### config.mk
export PLATFORM = sky130hd
export DESIGN_NAME = hazard_ctrl_unit
export DESIGN_NICKNAME = d
export VERILOG_FILES = /design/src/rtl/hazard_pkg.sv /design/src/rtl/hazard_ctrl_unit_fwd_match.sv /design/src/rtl/hazard_ctrl_unit.sv
export SDC_FILE = /design/constraint.sdc
export NUM_CORES = 1
export LEC_CHECK = 0
export CORE_MARGIN = 5
export CORE_UTILIZATION = 33
export DETAILED_ROUTE_END_ITERATION = 12
export PLACE_DENSITY_LB_ADDON = 0.25
export SETUP_SLACK_MARGIN = 0.5
export SLEW_MARGIN = 40
export SYNTH_ARGS = -nofsm -noshare
export SYNTH_HDL_FRONTEND = slang
export SYNTH_HIERARCHICAL = 1
export SYNTH_SLANG_ARGS = --single-unit
### constraint.sdc
create_clock -name clk -period 3 [get_ports clk]
set_input_delay 0.6 -clock clk [delete_from_list [all_inputs] [get_ports clk]]
set_output_delay 0.6 -clock clk [all_outputs]
set_load 0.1 [all_outputs]
### src/rtl/hazard_pkg.sv
// Shared types and helpers for the hazard control unit.
//   hz_state_e : FSM encoding (IDLE=0, LU_STALL=1, MC_BUSY=2, FLUSH=3)
//   FWD_RF     : forward-select value meaning "read the register file"
//   sel_width  : width needed to encode 0..n forward selects
package hazard_pkg;

  typedef enum logic [1:0] {
    HZ_IDLE     = 2'd0,
    HZ_LU_STALL = 2'd1,
    HZ_MC_BUSY  = 2'd2,
    HZ_FLUSH    = 2'd3
  } hz_state_e;

  localparam int FWD_RF = 0;

  function automatic int sel_width(input int n);
    return (n < 1) ? 1 : $clog2(n + 1);
  endfunction

endpackage

### src/rtl/hazard_ctrl_unit_fwd_match.sv
// fwd_match: combinational priority matcher for one consumer operand.
// Ports:
//   rs, rs_used             : consumer source register and its use flag
//   src_rd, src_wr          : destination/write-enable of each source stage
//   src_is_load             : source stage result still comes from memory
//   sel                     : FWD_RF, or lowest matching stage index + 1
//   load_hit                : the selected source is a load
module fwd_match
  import hazard_pkg::*;
#(
  parameter int REG_AW  = 5,
  parameter int NUM_FWD = 2,
  parameter int SEL_W   = sel_width(NUM_FWD)
) (
  input  logic [REG_AW-1:0]         rs,
  input  logic                      rs_used,
  input  logic [NUM_FWD*REG_AW-1:0] src_rd,
  input  logic [NUM_FWD-1:0]        src_wr,
  input  logic [NUM_FWD-1:0]        src_is_load,
  output logic [SEL_W-1:0]          sel,
  output logic                      load_hit
);

  // Scan oldest to youngest so the youngest (lowest index) match is the
  // last one written and therefore wins.
  always_comb begin
    sel      = SEL_W'(FWD_RF);
    load_hit = 1'b0;
    for (int i = NUM_FWD - 1; i >= 0; i--) begin
      if (rs_used && (rs != '0) && src_wr[i] &&
          (src_rd[i*REG_AW +: REG_AW] == rs)) begin
        sel      = SEL_W'(i + 1);
        load_hit = src_is_load[i];
      end
    end
  end

endmodule

### src/rtl/hazard_ctrl_unit.sv
// hazard_ctrl_unit: operand forwarding, load-use / multi-cycle stall and
// branch flush sequencing for the decode/execute boundary.
// Ports:
//   clk, rst              : clock, synchronous active-high reset
//   rs1/rs2, rs*_used     : consumer operands and use flags
//   src_rd/src_wr         : per-stage destination register / write enable
//   src_is_load           : per-stage result not yet available (load)
//   br_taken              : branch resolved taken this cycle
//   mc_start / mc_done    : multi-cycle op issue / completion
//   fwd_sel1 / fwd_sel2   : 0 = register file, k = source stage k-1
//   stall / flush         : pipeline hold / squash
//   busy_state            : current FSM state (debug)
module hazard_ctrl_unit
  import hazard_pkg::*;
#(
  parameter int REG_AW      = 5,
  parameter int NUM_FWD     = 2,
  parameter int LU_STALL    = 1,
  parameter int FLUSH_DEPTH = 1,
  parameter int SEL_W       = sel_width(NUM_FWD)
) (
  input  logic                      clk,
  input  logic                      rst,
  input  logic [REG_AW-1:0]         rs1,
  input  logic [REG_AW-1:0]         rs2,
  input  logic                      rs1_used,
  input  logic                      rs2_used,
  input  logic [NUM_FWD*REG_AW-1:0] src_rd,
  input  logic [NUM_FWD-1:0]        src_wr,
  input  logic [NUM_FWD-1:0]        src_is_load,
  input  logic                      br_taken,
  input  logic                      mc_start,
  input  logic                      mc_done,
  output logic [SEL_W-1:0]          fwd_sel1,
  output logic [SEL_W-1:0]          fwd_sel2,
  output logic                      stall,
  output logic                      flush,
  output logic [1:0]                busy_state
);

  localparam int CNT_MAX = (LU_STALL > FLUSH_DEPTH) ? LU_STALL : FLUSH_DEPTH;
  localparam int CNT_W   = $clog2(CNT_MAX + 1);
  localparam logic [CNT_W-1:0] LU_RELOAD = CNT_W'(LU_STALL - 1);
  localparam logic [CNT_W-1:0] FL_RELOAD = CNT_W'(FLUSH_DEPTH - 1);

  // Counters hold at zero rather than wrapping.
  function automatic logic [CNT_W-1:0] cnt_dec(input logic [CNT_W-1:0] c);
    return (c == '0) ? c : c - CNT_W'(1);
  endfunction

  logic [SEL_W-1:0] sel1_raw, sel2_raw;
  logic             lh1, lh2, lu_hit;

  hz_state_e        state, state_nxt;
  logic [CNT_W-1:0] cnt, cnt_nxt;
  logic             pend_br, pend_br_nxt;
  logic             stall_c, flush_c;

  fwd_match #(.REG_AW(REG_AW), .NUM_FWD(NUM_FWD), .SEL_W(SEL_W)) u_match1 (
    .rs          (rs1),
    .rs_used     (rs1_used),
    .src_rd      (src_rd),
    .src_wr      (src_wr),
    .src_is_load (src_is_load),
    .sel         (sel1_raw),
    .load_hit    (lh1)
  );

  fwd_match #(.REG_AW(REG_AW), .NUM_FWD(NUM_FWD), .SEL_W(SEL_W)) u_match2 (
    .rs          (rs2),
    .rs_used     (rs2_used),
    .src_rd      (src_rd),
    .src_wr      (src_wr),
    .src_is_load (src_is_load),
    .sel         (sel2_raw),
    .load_hit    (lh2)
  );

  assign lu_hit = lh1 | lh2;

  always_ff @(posedge clk) begin
    if (rst) begin
      state   <= HZ_IDLE;
      cnt     <= '0;
      pend_br <= 1'b0;
    end else begin
      state   <= state_nxt;
      cnt     <= cnt_nxt;
      pend_br <= pend_br_nxt;
    end
  end

  always_comb begin
    state_nxt   = state;
    cnt_nxt     = cnt;
    pend_br_nxt = pend_br;
    stall_c     = 1'b0;
    flush_c     = 1'b0;
    case (state)
      HZ_IDLE: begin
        if (br_taken) begin
          flush_c = 1'b1;
          if (FLUSH_DEPTH > 1) begin
            state_nxt = HZ_FLUSH;
            cnt_nxt   = FL_RELOAD;
          end
        end else if (mc_start) begin
          // mc_done in the issue cycle is deliberately not looked at.
          stall_c   = 1'b1;
          state_nxt = HZ_MC_BUSY;
        end else if (lu_hit) begin
          stall_c = 1'b1;
          if (LU_STALL > 1) begin
            state_nxt = HZ_LU_STALL;
            cnt_nxt   = LU_RELOAD;
          end
        end
      end
      HZ_LU_STALL: begin
        if (br_taken) begin
          // A taken branch squashes the stalled consumer anyway.
          flush_c = 1'b1;
          if (FLUSH_DEPTH > 1) begin
            state_nxt = HZ_FLUSH;
            cnt_nxt   = FL_RELOAD;
          end else begin
            state_nxt = HZ_IDLE;
            cnt_nxt   = '0;
          end
        end else begin
          stall_c = 1'b1;
          cnt_nxt = cnt_dec(cnt);
          if (cnt <= CNT_W'(1)) state_nxt = HZ_IDLE;
        end
      end
      HZ_MC_BUSY: begin
        if (mc_done) begin
          pend_br_nxt = 1'b0;
          if (pend_br || br_taken) begin
            flush_c = 1'b1;
            if (FLUSH_DEPTH > 1) begin
              state_nxt = HZ_FLUSH;
              cnt_nxt   = FL_RELOAD;
            end else begin
              state_nxt = HZ_IDLE;
            end
          end else begin
            state_nxt = HZ_IDLE;
          end
        end else begin
          // Branch resolved behind the busy unit: remember it, flush later.
          stall_c = 1'b1;
          if (br_taken) pend_br_nxt = 1'b1;
        end
      end
      HZ_FLUSH: begin
        flush_c = 1'b1;
        if (br_taken) begin
          cnt_nxt = FL_RELOAD;
        end else begin
          cnt_nxt = cnt_dec(cnt);
          if (cnt <= CNT_W'(1)) state_nxt = HZ_IDLE;
        end
      end
      default: state_nxt = HZ_IDLE;
    endcase
  end

  assign stall      = ~rst & stall_c;
  assign flush      = ~rst & flush_c;
  // A stalled consumer must not see a load's not-yet-valid data.
  assign fwd_sel1   = (rst || (stall_c && lh1)) ? SEL_W'(FWD_RF) : sel1_raw;
  assign fwd_sel2   = (rst || (stall_c && lh2)) ? SEL_W'(FWD_RF) : sel2_raw;
  assign busy_state = state;

endmodule

Word-level counts from Yosys, hierarchy flattened

Index checks and enable logic that the tools add are counted.

Flip-flop bits (word level): 4
Bits of input ports: 31
Output and inout port bits: 8

Add/sub/neg operators: 1
Magnitude comparators: 1
Eq/ne operators: 11
Multiplexer cells: 31
Bitwise logic cells: 4
Reduce and logical (&&, ||, !) cells: 23

Operators with widths:

| operator                                      | count |
|---|---|
| 2-to-1 mux 2 bit                              | 12 |
| == test 5 bit                                 | 4 |
| 2-to-1 mux 1 bit                              | 16 |
| logical AND 1 bit                             | 12 |
| nonzero test 5 bit                            | 2 |
| != test 2 bit, second input constant          | 4 |
| one-hot mux 2 bit (4 select lines)            | 1 |
| one-hot mux 1 bit (3 select lines)            | 2 |
| == test 2 bit, second input constant          | 2 |
| AND reduction 4 bit                           | 1 |
| OR reduction 2 bit                            | 2 |
| logical OR 1 bit                              | 3 |
| bitwise AND 1 bit                             | 2 |
| == test 2 x 1 -> 1 bit, second input constant | 1 |
| logical NOT 2 bit                             | 1 |
| AND reduction 2 bit                           | 1 |
| nonzero test 2 bit                            | 1 |
| <= comparator 1 bit, second input constant    | 1 |
| inverter 1 bit                                | 1 |
| bitwise OR 1 bit                              | 1 |
| subtractor 1 bit, second input constant       | 1 |

Longest topological paths before layout

Gate-level depths: netlist of the first run.

Depth after elaboration: 14
Mapped depth: 6
Depth with buffers taken out: 6

By module

The synthesis of the first run kept the hierarchy.

By module, submodules not included:

| module           | instances | cells each | area an instance (um^2) | sequential area each (um^2) |
|---|---|---|---|---|
| fwd_match        | 2         | 25         | 173.9                   | 0.0 |
| hazard_ctrl_unit | 1         | 23         | 173.9                   | 40.0 |

Least setup slack after synthesis of the first run

OpenSTA, ideal clock, no wires.

Path type: register -> output
Start point: register state[1], in the netlist busy_state[1]
End point: output flush
Arrival: 3.234 ns
Path slack: -0.834 ns
Stages on the path, launching flop included: 3
Buffers on the path: 0
Path through: dfxtp_1 -> a21oi_1 -> nor3_1

Word-level cells in the longest chain between the ends: 4

RTL lines:

| item                                                        | line                    | source |
|---|---|---|
| start: declaration                                          | hazard_ctrl_unit.sv:54  | `hz_state_e state, state_nxt;` |
| start signal: assignment                                    | hazard_ctrl_unit.sv:87  | `state <= state_nxt;` |
| == test 2 x 1 -> 1 bit or logical NOT 2 bit (tied branches) | hazard_ctrl_unit.sv:99  | `case (state)` |
| OR reduction 2 bit (no line)                                | n/a                     |  |
| one-hot mux 1 bit (3 select lines) *                        | hazard_ctrl_unit.sv:99  |  |
| bitwise AND 1 bit *                                         | hazard_ctrl_unit.sv:170 | `assign flush = ~rst & flush_c;` |
| end: declaration                                            | hazard_ctrl_unit.sv:37  | `output logic flush,` |

Every way passes the cells marked *; elsewhere a longest branch is shown, timed or not.

Worst setup path after layout of the first run

Start point: input rs2[1]
End point: output stall

Word-level cells in the longest chain between the ends: 12

RTL lines:

| item                                 | line                             | source |
|---|---|---|
| start: declaration                   | hazard_ctrl_unit.sv:25           | `input logic [REG_AW-1:0] rs2,` |
| nonzero test 5 bit                   | hazard_ctrl_unit_fwd_match.sv:30 | `if (rs_used && (rs != '0) && src_wr[i] &&` |
| logical AND 1 bit (3 in series)      | hazard_ctrl_unit_fwd_match.sv:30 |  |
| 2-to-1 mux 1 bit                     | hazard_ctrl_unit_fwd_match.sv:30 |  |
| 2-to-1 mux 1 bit *                   | hazard_ctrl_unit_fwd_match.sv:30 |  |
| net lh2                              | hazard_ctrl_unit.sv:52           | `logic lh1, lh2, lu_hit;` |
| bitwise OR 1 bit *                   | hazard_ctrl_unit.sv:79           | `assign lu_hit = lh1 \| lh2;` |
| 2-to-1 mux 1 bit *                   | hazard_ctrl_unit.sv:111          | `end else if (lu_hit) begin` |
| 2-to-1 mux 1 bit *                   | hazard_ctrl_unit.sv:107          | `end else if (mc_start) begin` |
| 2-to-1 mux 1 bit *                   | hazard_ctrl_unit.sv:101          | `if (br_taken) begin` |
| one-hot mux 1 bit (3 select lines) * | hazard_ctrl_unit.sv:99           |  |
| bitwise AND 1 bit *                  | hazard_ctrl_unit.sv:169          | `assign stall = ~rst & stall_c;` |
| end: declaration                     | hazard_ctrl_unit.sv:36           | `output logic stall,` |

Mark *: on every way through the listed nets, which the timed path passes. The rest lies on a longest branch.

==> reports/metrics.cfg, run 1 <==
[min_path]
worstHoldPathCells=2
min_path_type=reg2reg
hp-start=pend_br

[detailed_routing]
vias=755
dr.first_iter.drc_count=7
drc=0
avgRoutedWirePerCell_um=14.1
vias_per_cell=5.28
wirelength_um=2020
drt.antenna.violating_nets=0
drt_first_pass_iters=4

[placement]
portBuffers=37
gp_congestion=0.786
dpl.hpwl_um=1590
place_area_um2=1130

[sta]
setup_violations=5
rsz0062_at_grt=yes
hold_viol_final=0
period_minus_slack_ns=3.11
slew_viol_final=0
timing.final.crit_share_pct=104
worst_slack_ns=-0.108
finClkSkew_ns=0.00327
fmax_ghz=0.322

[die]
core_um2=1510
die_w_um=49.8
ios=39
start_util_pct=34.6
die_h_um=49.8
rows=14
dieArea_um2=2480

[setup_path]
path_max_fanout=3
worstRegToRegCells=2
required_ns=2.40
critPathKind=in2out
critPathSlowestCell=or4_4
r2r-start=busy_state[1]
cp_data_arrival_time_ns=2.51
path_cells=buf_6 -> xor2_1 -> or4_4 -> or4b_4 -> o41ai_2 -> or2_1 -> o311a_4 -> buf_12
cp-start-kind=primary input
cp_slowest_stage_delay_ns=0.53
reg2reg_setup_slack_ns=1.94
startpoint=rs2[1]
cp-end-kind=primary output

[run]
max-cap-violations=0

[global_route]
grt.overflow.total=0
grtUsageTotal_pct=17.0
antenna_found_initial=0
grt_pass1_wl_um=3370
grt_max_degree=8
grt_pass1_vias=811

[final_layout]
insertedDiodeCount=0
nNetsFinal=160
postLayoutCoreUtil_pct=82.5
stdcell_area_um2=1240
multi_input_area_um2=626
nFillCells=98
regArea_um2=40.0
layout_commonest_cell=buf_4
area_delta_synth_final_pct=138
most-common-layout-cells=buf_4 (15), clkdlybuf4s50_1 (9), xor2_1 (9), buf_2 (7), buf_6 (7)
drive_gt1_share_pct=48.8

[clock_network]
cts_tree=built
clk_latency_ns=0.22
clockBufferDepth=2
htreeDepth=1
path_clk_slew_ns=0.03
cts_buffers=3
root_buffer=clkbuf_4
cts_hold_buffers=0
clock_sinks=2

[power]
p_leak_uw=0.000542
p_per_area_nw_per_um2=191
vdd_drop_max_v=0.000152

[logic_synthesis]
synthAdderAreaFrac_pct=0
synth_fp_nets=104
synth.avg_cell_area_um2=7.15
syn_inst=73
synth_seq_cells=2
synth_cell_type_count=25
synth_area_um2=522
yosys.area_share.simple_pct=35.5
yosysSeqAreaShare_pct=7.67
synth_mux_area_share_pct=2.64
synth_compound_area_share_pct=23.5
synth_top_family_by_area=simple AND/OR/NAND/NOR gates
ys_warn_count=6
synth-xor-area-share_pct=23.5

[outcome]
violations=setup timing
status=complete, but fails checks

[power by group]
group / internal [uW] / leakage (uW) / switching, uW
clock: 44.0 / 0.0000138 / 14.3
combinational: 69.3 / 0.000512 / 79.7
sequential: 28.1 / 0.0000164 / 1.72
total: 141 / 0.000542 / 95.7
[path summary, 6_finish.rpt]
path,endpoint
min,pend_br
max reg2reg,busy_state[1]
min reg2reg,pend_br
max,stall
[through the flow]
| stage | hold slack (ns) | setup WS [ns] | power, uW | setup TNS [ns] | std cells |
|---|---|---|---|---|---|
| 2_1_floorplan | 0.487 | -0.00439 | 95.1 | -0.00439 | 73 |
| 3_3_place_gp | 0.498 | -0.444 | 167 | -1.87 | 137 |
| 3_5_place_dp | 0.514 | -0.500 | 169 | -2.08 | 137 |
| 4_1_cts | 0.514 | -0.112 | 233 | -0.324 | 143 |
| 5_1_grt | 0.590 | -0.167 | 256 | -0.628 | 143 |
| 6_report | 0.514 | -0.108 | 237 | -0.391 | 143 |
[layout make-up]
| type | instances | area share [%] |
|---|---|---|
| well taps | 16 | 1.61 |
| flip-flops and latches | 2 | 3.22 |
| repair buffers | 52 | 40.9 |
| clock buffers | 3 | 1.81 |
| inverters | 7 | 2.11 |
| multi-input cells | 63 | 50.4 |
[layer usage]
| metal | global-route usage, % | vias to the layer above | share of wire, % |
|---|---|---|---|
| met5 | 0 | - | 0 |
| met3 | 4.22 | 6 | 6.7 |
| li1 | - | 373 | - |
| met1 | 16.4 | 345 | 36 |
| met2 | 31.8 | 31 | 54 |
| met4 | 9.61 | 0 | 2.7 |
[registers in the layout, summed over array words and instances, names as in the netlist]
name        flops
busy_state      1
pend_br         1
[worst max-delay path, delay by kind of cell]
kind            cells  cell delay, ns
compound gates      2            0.24
xor+xnor            1            0.16
buf+inv             2            0.27
simple gates        3            1.24
[synthesized netlist by cell type]
cell	n	area share, %
buf_4	1	1.4
a2111oi_0	2	3.4
nor2b_1	3	3.6
dfxtp_1	2	7.7
o311a_1	1	1.9
o21a_1	1	1.4
a21boi_0	2	2.9
nor3_1	5	4.8
conb_1	1	0.72
or4b_1	2	3.8
o41ai_1	2	3.4
xnor2_1	4	6.7
nand2b_1	6	7.2
o221ai_1	2	3.4
a21oi_1	6	5.8
xor2_1	10	17
or2_1	1	1.2
mux2i_2	1	2.6
inv_1	7	5.0
or4_1	4	5.8
nand2_1	4	2.9
nand4b_1	2	3.4
nor2_1	2	1.4
nor3b_1	1	1.4
a211oi_1	1	1.4
[cell families after synthesis]
group	Yosys count
and+or+nand+nor	30
xor gates and xnor gates	14
muxes	1
DFF	2
AOI/OAI and AO/OA	17
buffers and inverters	8
other	1
[what timing repair did]
action | 4_1_cts | 5_1_grt
setup buffers | 3 | 0
gates resized for setup | 79 | 14
endpoints found under the setup margin | 5 | 5
pin swaps | 15 | 8
Power figures use the tool's default switching activity.
==> run 2, diff against run 1 <==
ABC_AREA = 1   (was default)
CORE_UTILIZATION = 37   (was 33)
==> reports/metrics.cfg, run 2 <==
[logic_synthesis]
synth_common_cells=nand2_1 (59), inv_1 (31), nor2_1 (24)  ; was xor2_1 (10), inv_1 (7), a21oi_1 (6), nand2b_1 (6), nor3_1 (5)
synth_seq_cells=2  ; unchanged
synth_top_area_share_pct=32.8  ; was 16.8%
synth_area_um2=674  ; was 522 um2
synth-edff-count=0  ; unchanged
yosysSeqAreaShare_pct=5.94  ; was 7.67%
yosysMostFrequentCell=nand2_1  ; was xor2_1
syn_inst=147  ; was 73
synth.avg_cell_area_um2=4.59  ; was 7.15 um2
ys_warn_count=6  ; unchanged
synth_top_area_cell=nand2_1  ; was xor2_1
async_reset_ff_share_pct=0  ; unchanged
synth_fp_nets=178  ; was 104
synth_cell_type_count=15  ; was 25
synth_area_leaders=nand2_1 (33%), inv_1 (17%), nor2_1 (13%)  ; was xor2_1 (17%), dfxtp_1 (7.7%), nand2b_1 (7.2%)
synth_flop_cell=dfxtp_1  ; unchanged

[final_layout]
nNetsFinal=223  ; was 160
postLayoutCoreUtil_pct=69.4  ; was 82.5%
multi_input_area_um2=599  ; was 626 um2
regArea_um2=41.3  ; was 40.0 um2
drive_gt1_share_pct=43.2  ; was 48.8%
most-common-layout-cells=nand2_1 (48), inv_1 (25), buf_2 (14), nand2_2 (13)  ; was buf_4 (15), clkdlybuf4s50_1 (9), xor2_1 (9), buf_2 (7), buf_6 (7)
layout_commonest_cell=nand2_1  ; was buf_4
insertedDiodeCount=0  ; unchanged
nFillCells=163  ; was 98
stdcell_area_um2=1200  ; was 1240 um2
area_delta_synth_final_pct=77.7  ; was 138%

[clock_network]
cts_tree=built  ; unchanged
htreeDepth=1  ; unchanged
clk_latency_ns=0.22  ; about the same
cts_buffers=3  ; unchanged
cts_hold_buffers=0  ; unchanged
path_clk_slew_ns=0.03  ; about the same
clockBufferDepth=2  ; unchanged
root_buffer=clkbuf_4  ; unchanged
clock_sinks=2  ; unchanged

[power]
p_switching_uw=109  ; was 95.7 uW
combPwrFrac_pct=62.9  ; was 62.8%
p_per_area_nw_per_um2=200  ; was 191 nW/um2
vdd_drop_max_v=0.000227  ; was 0.000152 V
seqPwrFrac_pct=12.6  ; about the same
clock_power_share_pct=24.5  ; was 24.6%
switching_share_pct=45.6  ; was 40.4%
p_int_uw=130  ; was 141 uW
p_leak_uw=0.000674  ; was 0.000542 uW

[setup_path]
cp-end-kind=primary output  ; unchanged
cp_data_arrival_time_ns=1.87  ; was 2.51 ns
critPathKind=in2out  ; unchanged
required_ns=2.40  ; about the same
path_max_fanout=2  ; was 3
cp-start-kind=primary input  ; unchanged

[run]
max-cap-violations=0  ; unchanged

[die]
die_h_um=52.7  ; was 49.8 um
start_util_pct=39.1  ; was 34.6%
ios=39  ; unchanged
rows=15  ; was 14
die_w_um=52.7  ; was 49.8 um
dieArea_um2=2780  ; was 2480 um2
core_um2=1730  ; was 1510 um2

[sta]
hold_viol_final=0  ; unchanged
tns_ns=0  ; was -0.391 ns
fmax_ghz=0.405  ; was 0.322 GHz
timing.final.crit_share_pct=82.3  ; was 104%
worst_slack_ns=0.532  ; was -0.108 ns
finClkSkew_ns=0.00596  ; was 0.00327 ns
slew_viol_final=0  ; unchanged
period_minus_slack_ns=2.47  ; was 3.11 ns
rsz0062_at_grt=no  ; was yes
setup_violations=0  ; was 5

[detailed_routing]
drc=0  ; unchanged
wirelength_um=2230  ; was 2020 um
vias=951  ; was 755
drt.antenna.violating_nets=0  ; unchanged
avgRoutedWirePerCell_um=10.4  ; was 14.1 um
dr.first_iter.drc_count=16  ; was 7
vias_per_cell=4.42  ; was 5.28
drt_first_pass_iters=6  ; was 4

[min_path]
min_path_type=reg2reg  ; unchanged

[placement]
gp_congestion=0.824  ; was 0.786
place_area_um2=1140  ; was 1130 um2
portBuffers=37  ; unchanged
dp_slack_ns=0.117  ; was -0.500 ns
dpl.hpwl_um=1810  ; was 1590 um

[global_route]
grt_pass1_wl_um=3640  ; was 3370 um
grt_max_degree=6  ; was 8
grt.overflow.total=0  ; unchanged
grt_pass1_vias=941  ; was 811
grtUsageTotal_pct=17.0  ; about the same
antenna_found_initial=0  ; unchanged

[outcome]
status=finished clean  ; was complete, but fails checks

-- run 2: cell types whose count changed in the layout (fill, tap and decap cells not counted), sizes merged, moves of 6 or more --
| cell | change |
|---|---|
| nor2 | +28 |
| xor2 | -10 |
| nand2b | -6 |
| nand2 | +57 |
| inv | +28 |
| buf | -8 |
| nand3 | +7 |
-- run 2: timing repair --
item                                    in CTS  in global routing
buffers inserted                             2                  2
pin swaps                                   20                 28
endpoints found under the setup margin       5                  5
gates resized for setup                     78                 38
-- run 2: path summary, 6_finish.rpt --
check	startpoint	to	slack [ns]	cells past startpoint
worst max-delay path	src_rd[9]	fwd_sel2[1]	0.53	10
worst min-delay path	pend_br	pend_br	0.55	2
worst max register to register	busy_state[1]	busy_state[1]	2.24	4
worst min register to register	pend_br	pend_br	0.55	2
-- run 2: cell families (layout without fill, tap and decap cells) --
| group | after synthesis | count (layout) | share of synthesized area [%] |
|---|---|---|---|
| other | 1 | 1 | 0.556 |
| DFF | 2 | 2 | 5.94 |
| xor gates and xnor gates | 4 | 4 | 5.19 |
| AOI/OAI and AO/OA | 2 | 2 | 1.48 |
| and+or+nand+nor | 102 | 102 | 66.2 |
| buffers and inverters | 36 | 79 | 20.6 |
-- run 2: layout make-up --
class,count,area share [%]
multi-input cells,109,50.0
repair buffers,41,30.9
inverters,35,11.2
flip-flops and latches,2,3.44
well taps,25,2.61
clock buffers,3,1.88
-- run 2: layer usage --
metal / vias up / track usage, % / part of all wire (%)
met2: 30 / 33.9 / 55
met3: 2 / 2.85 / 4.5
li1: 509 / - / -
met1: 410 / 18.6 / 40
met5: - / 0 / 0
met4: 0 / 2.55 / 0.27
-- run 2: worst max-delay path, stage by stage --
cell           delay [ns]
dlygate4sd2_1        0.26
xnor2_1              0.16
nand2_1              0.11
nor2_4               0.10
nand4_1              0.11
nand2_2              0.11
nand3_2              0.09
nand2_2              0.12
nor2_4               0.06
buf_12               0.16
-- run 2: power by group through the flow --
stage / clock (uW) / combinational [uW] / sequential [uW]
2_1_floorplan: 0 / 74.8 / 36.3
3_3_place_gp: 0 / 146 / 30.2
3_5_place_dp: 0 / 149 / 30.4
4_1_cts: 58.9 / 145 / 30.0
5_1_grt: 61.5 / 165 / 30.4
6_report: 58.7 / 151 / 30.2
-- run 2: stage by stage --
| step | total power [uW] | std cells | hold slack, ns |
|---|---|---|---|
| floorplan | 111 | 147 | 0.437 |
| global placement | 176 | 208 | 0.465 |
| detailed placement | 179 | 208 | 0.493 |
| CTS | 234 | 213 | 0.501 |
| global route | 257 | 215 | 0.556 |
| finish | 239 | 215 | 0.554 |
==> run 3, diff against run 2 <==
CORE_UTILIZATION = 34   (was 37)
clock period = 2.1 ns   (was 3 ns; I/O delays follow)
==> reports/metrics.cfg, run 3 (synthesis gave the netlist of run 2 again) <==
[die]
rows=16  ; was 15
ios=39  ; unchanged
die_h_um=54.5  ; was 52.7 um
start_util_pct=35.1  ; was 39.1%
core_um2=1920  ; was 1730 um2
die_w_um=54.5  ; was 52.7 um
dieArea_um2=2970  ; was 2780 um2

[outcome]
status=complete, but fails checks  ; was finished clean
violations=setup timing

[run]
max-cap-violations=0  ; unchanged

[sta]
slew_viol_final=0  ; unchanged
timing.final.crit_share_pct=100
worst_slack_ns=-0.00952  ; was 0.532 ns
finClkSkew_ns=0.0115  ; was 0.00596 ns
tns_ns=-0.00952  ; was 0 ns
rsz0062_at_grt=yes  ; was no
hold_viol_final=0  ; unchanged
period_minus_slack_ns=2.11
finalHoldWorstSlack_ns=0.480  ; was 0.554 ns
fmax_ghz=0.474
setup_violations=1  ; was 0

[power]
p_int_uw=216  ; was 130 uW
p_per_area_nw_per_um2=285  ; was 200 nW/um2
seqPwrFrac_pct=10.8  ; was 12.6%
p_switching_uw=183  ; was 109 uW
switching_share_pct=45.9  ; was 45.6%
p_leak_uw=0.000744  ; was 0.000674 uW
vdd_drop_max_v=0.000209  ; was 0.000227 V
clock_power_share_pct=24.0  ; was 24.5%
total_power_uw=400  ; was 239 uW
combPwrFrac_pct=65.2  ; was 62.9%

[setup_path]
critPathKind=in2out  ; unchanged
cp-start-kind=primary input  ; unchanged
cp_data_arrival_time_ns=1.69  ; was 1.87 ns
path_max_fanout=4  ; was 2
required_ns=1.68  ; was 2.40 ns
cp-end-kind=primary output  ; unchanged

[final_layout]
drive_gt1_share_pct=52.0  ; was 43.2%
most-common-layout-cells=nand2_1 (41), inv_1 (20), buf_2 (14)  ; was nand2_1 (48), inv_1 (25), buf_2 (14), nand2_2 (13)
nNetsFinal=228  ; was 223
area_delta_synth_final_pct=108  ; was 77.7%
nFillCells=156  ; was 163
insertedDiodeCount=0  ; unchanged
layout_commonest_cell=nand2_1  ; unchanged
instances_no_fill=223  ; was 215

[clock_network]
clk_latency_ns=0.23  ; was 0.22 ns
cts_tree=built  ; unchanged
path_clk_slew_ns=0.03  ; about the same
cts_hold_buffers=0  ; unchanged
clockBufferDepth=2  ; unchanged
root_buffer=clkbuf_4  ; unchanged
clock_sinks=2  ; unchanged
htreeDepth=1  ; unchanged
cts_buffers=3  ; unchanged

[global_route]
grt_max_degree=6  ; unchanged
grtUsageTotal_pct=16.7  ; was 17.0%
grt_pass1_wl_um=3730  ; was 3640 um
grt_pass1_vias=981  ; was 941
antenna_found_initial=0  ; unchanged
grt.overflow.total=0  ; unchanged

[placement]
gp_congestion=0.901  ; was 0.824
dpl.hpwl_um=1960  ; was 1810 um
portBuffers=37  ; unchanged
dp_cells=217  ; was 208

[detailed_routing]
wirelength_um=2370  ; was 2230 um
dr.first_iter.drc_count=11  ; was 16
drc=0  ; unchanged
drt_first_pass_iters=4  ; was 6
vias=987  ; was 951
drt.antenna.violating_nets=0  ; unchanged
vias_per_cell=4.43  ; was 4.42
avgRoutedWirePerCell_um=10.6  ; was 10.4 um

[min_path]
min_path_type=reg2reg  ; unchanged

run 3: path summary, 6_finish.rpt:
check / startpoint / to / slack, ns / cells after the start
worst min register to register: pend_br / pend_br / 0.48 / 2
worst max-delay path: src_rd[2] / fwd_sel1[1] / -0.01 / 12
worst max register to register: busy_state[1] / busy_state[1] / 1.32 / 2
worst min-delay path: pend_br / pend_br / 0.48 / 2
run 3: stage by stage:
stage	instance area [um2]	util, %	setup WS, ns
3_5_place_dp	1280	66.9	-0.481
5_1_grt	1400	73.0	-0.0776
4_1_cts	1300	67.5	0.00330
3_3_place_gp	1280	66.9	-0.455
2_1_floorplan	778	-	0.102
6_report	1400	73.0	-0.00952
run 3: area by class of cell:
class | instances | area, um2 | share of cell area (%)
multi-input combinational | 109 | 692 | 49.3
inverter | 35 | 178 | 12.7
timing repair buffer | 46 | 430 | 30.7
clock buffer | 4 | 26.3 | 1.87
sequential | 2 | 43.8 | 3.12
tap | 27 | 33.8 | 2.41
run 3: metal layers:
metal  track usage (%)  part of all wire, %  vias up
li1                  -                    -      521
met1              17.4                   36      435
met2              33.1                   58       27
met4              6.22                  1.1        0
met3              2.18                  5.2        4
met5                 0                    0        -
run 3: power by group through the flow:
| stage | Sequential (uW) | Combinational [uW] | Clock (uW) |
|---|---|---|---|
| 2_1_floorplan | 51.3 | 118 | 0 |
| 3_3_place_gp | 42.4 | 234 | 0 |
| 3_5_place_dp | 42.6 | 240 | 0 |
| 4_1_cts | 42.2 | 236 | 96.1 |
| 5_1_grt | 43.7 | 281 | 107 |
| 6_report | 43.2 | 260 | 96.1 |
run 3: timing repair:
action	CTS	global route
gates resized for setup	100	43
endpoints found under the setup margin	6	6
pin swaps	34	25
buffers inserted	1	1
run 3: critical path, stage by stage:
cell	delay, ns
buf_6	0.10
buf_12	0.14
nand2_4	0.06
nand2_4	0.05
nor2_4	0.12
nand3_4	0.09
nand4_1	0.14
nand2_2	0.09
nand3_2	0.08
nand2_4	0.07
nor2_4	0.13
buf_12	0.18
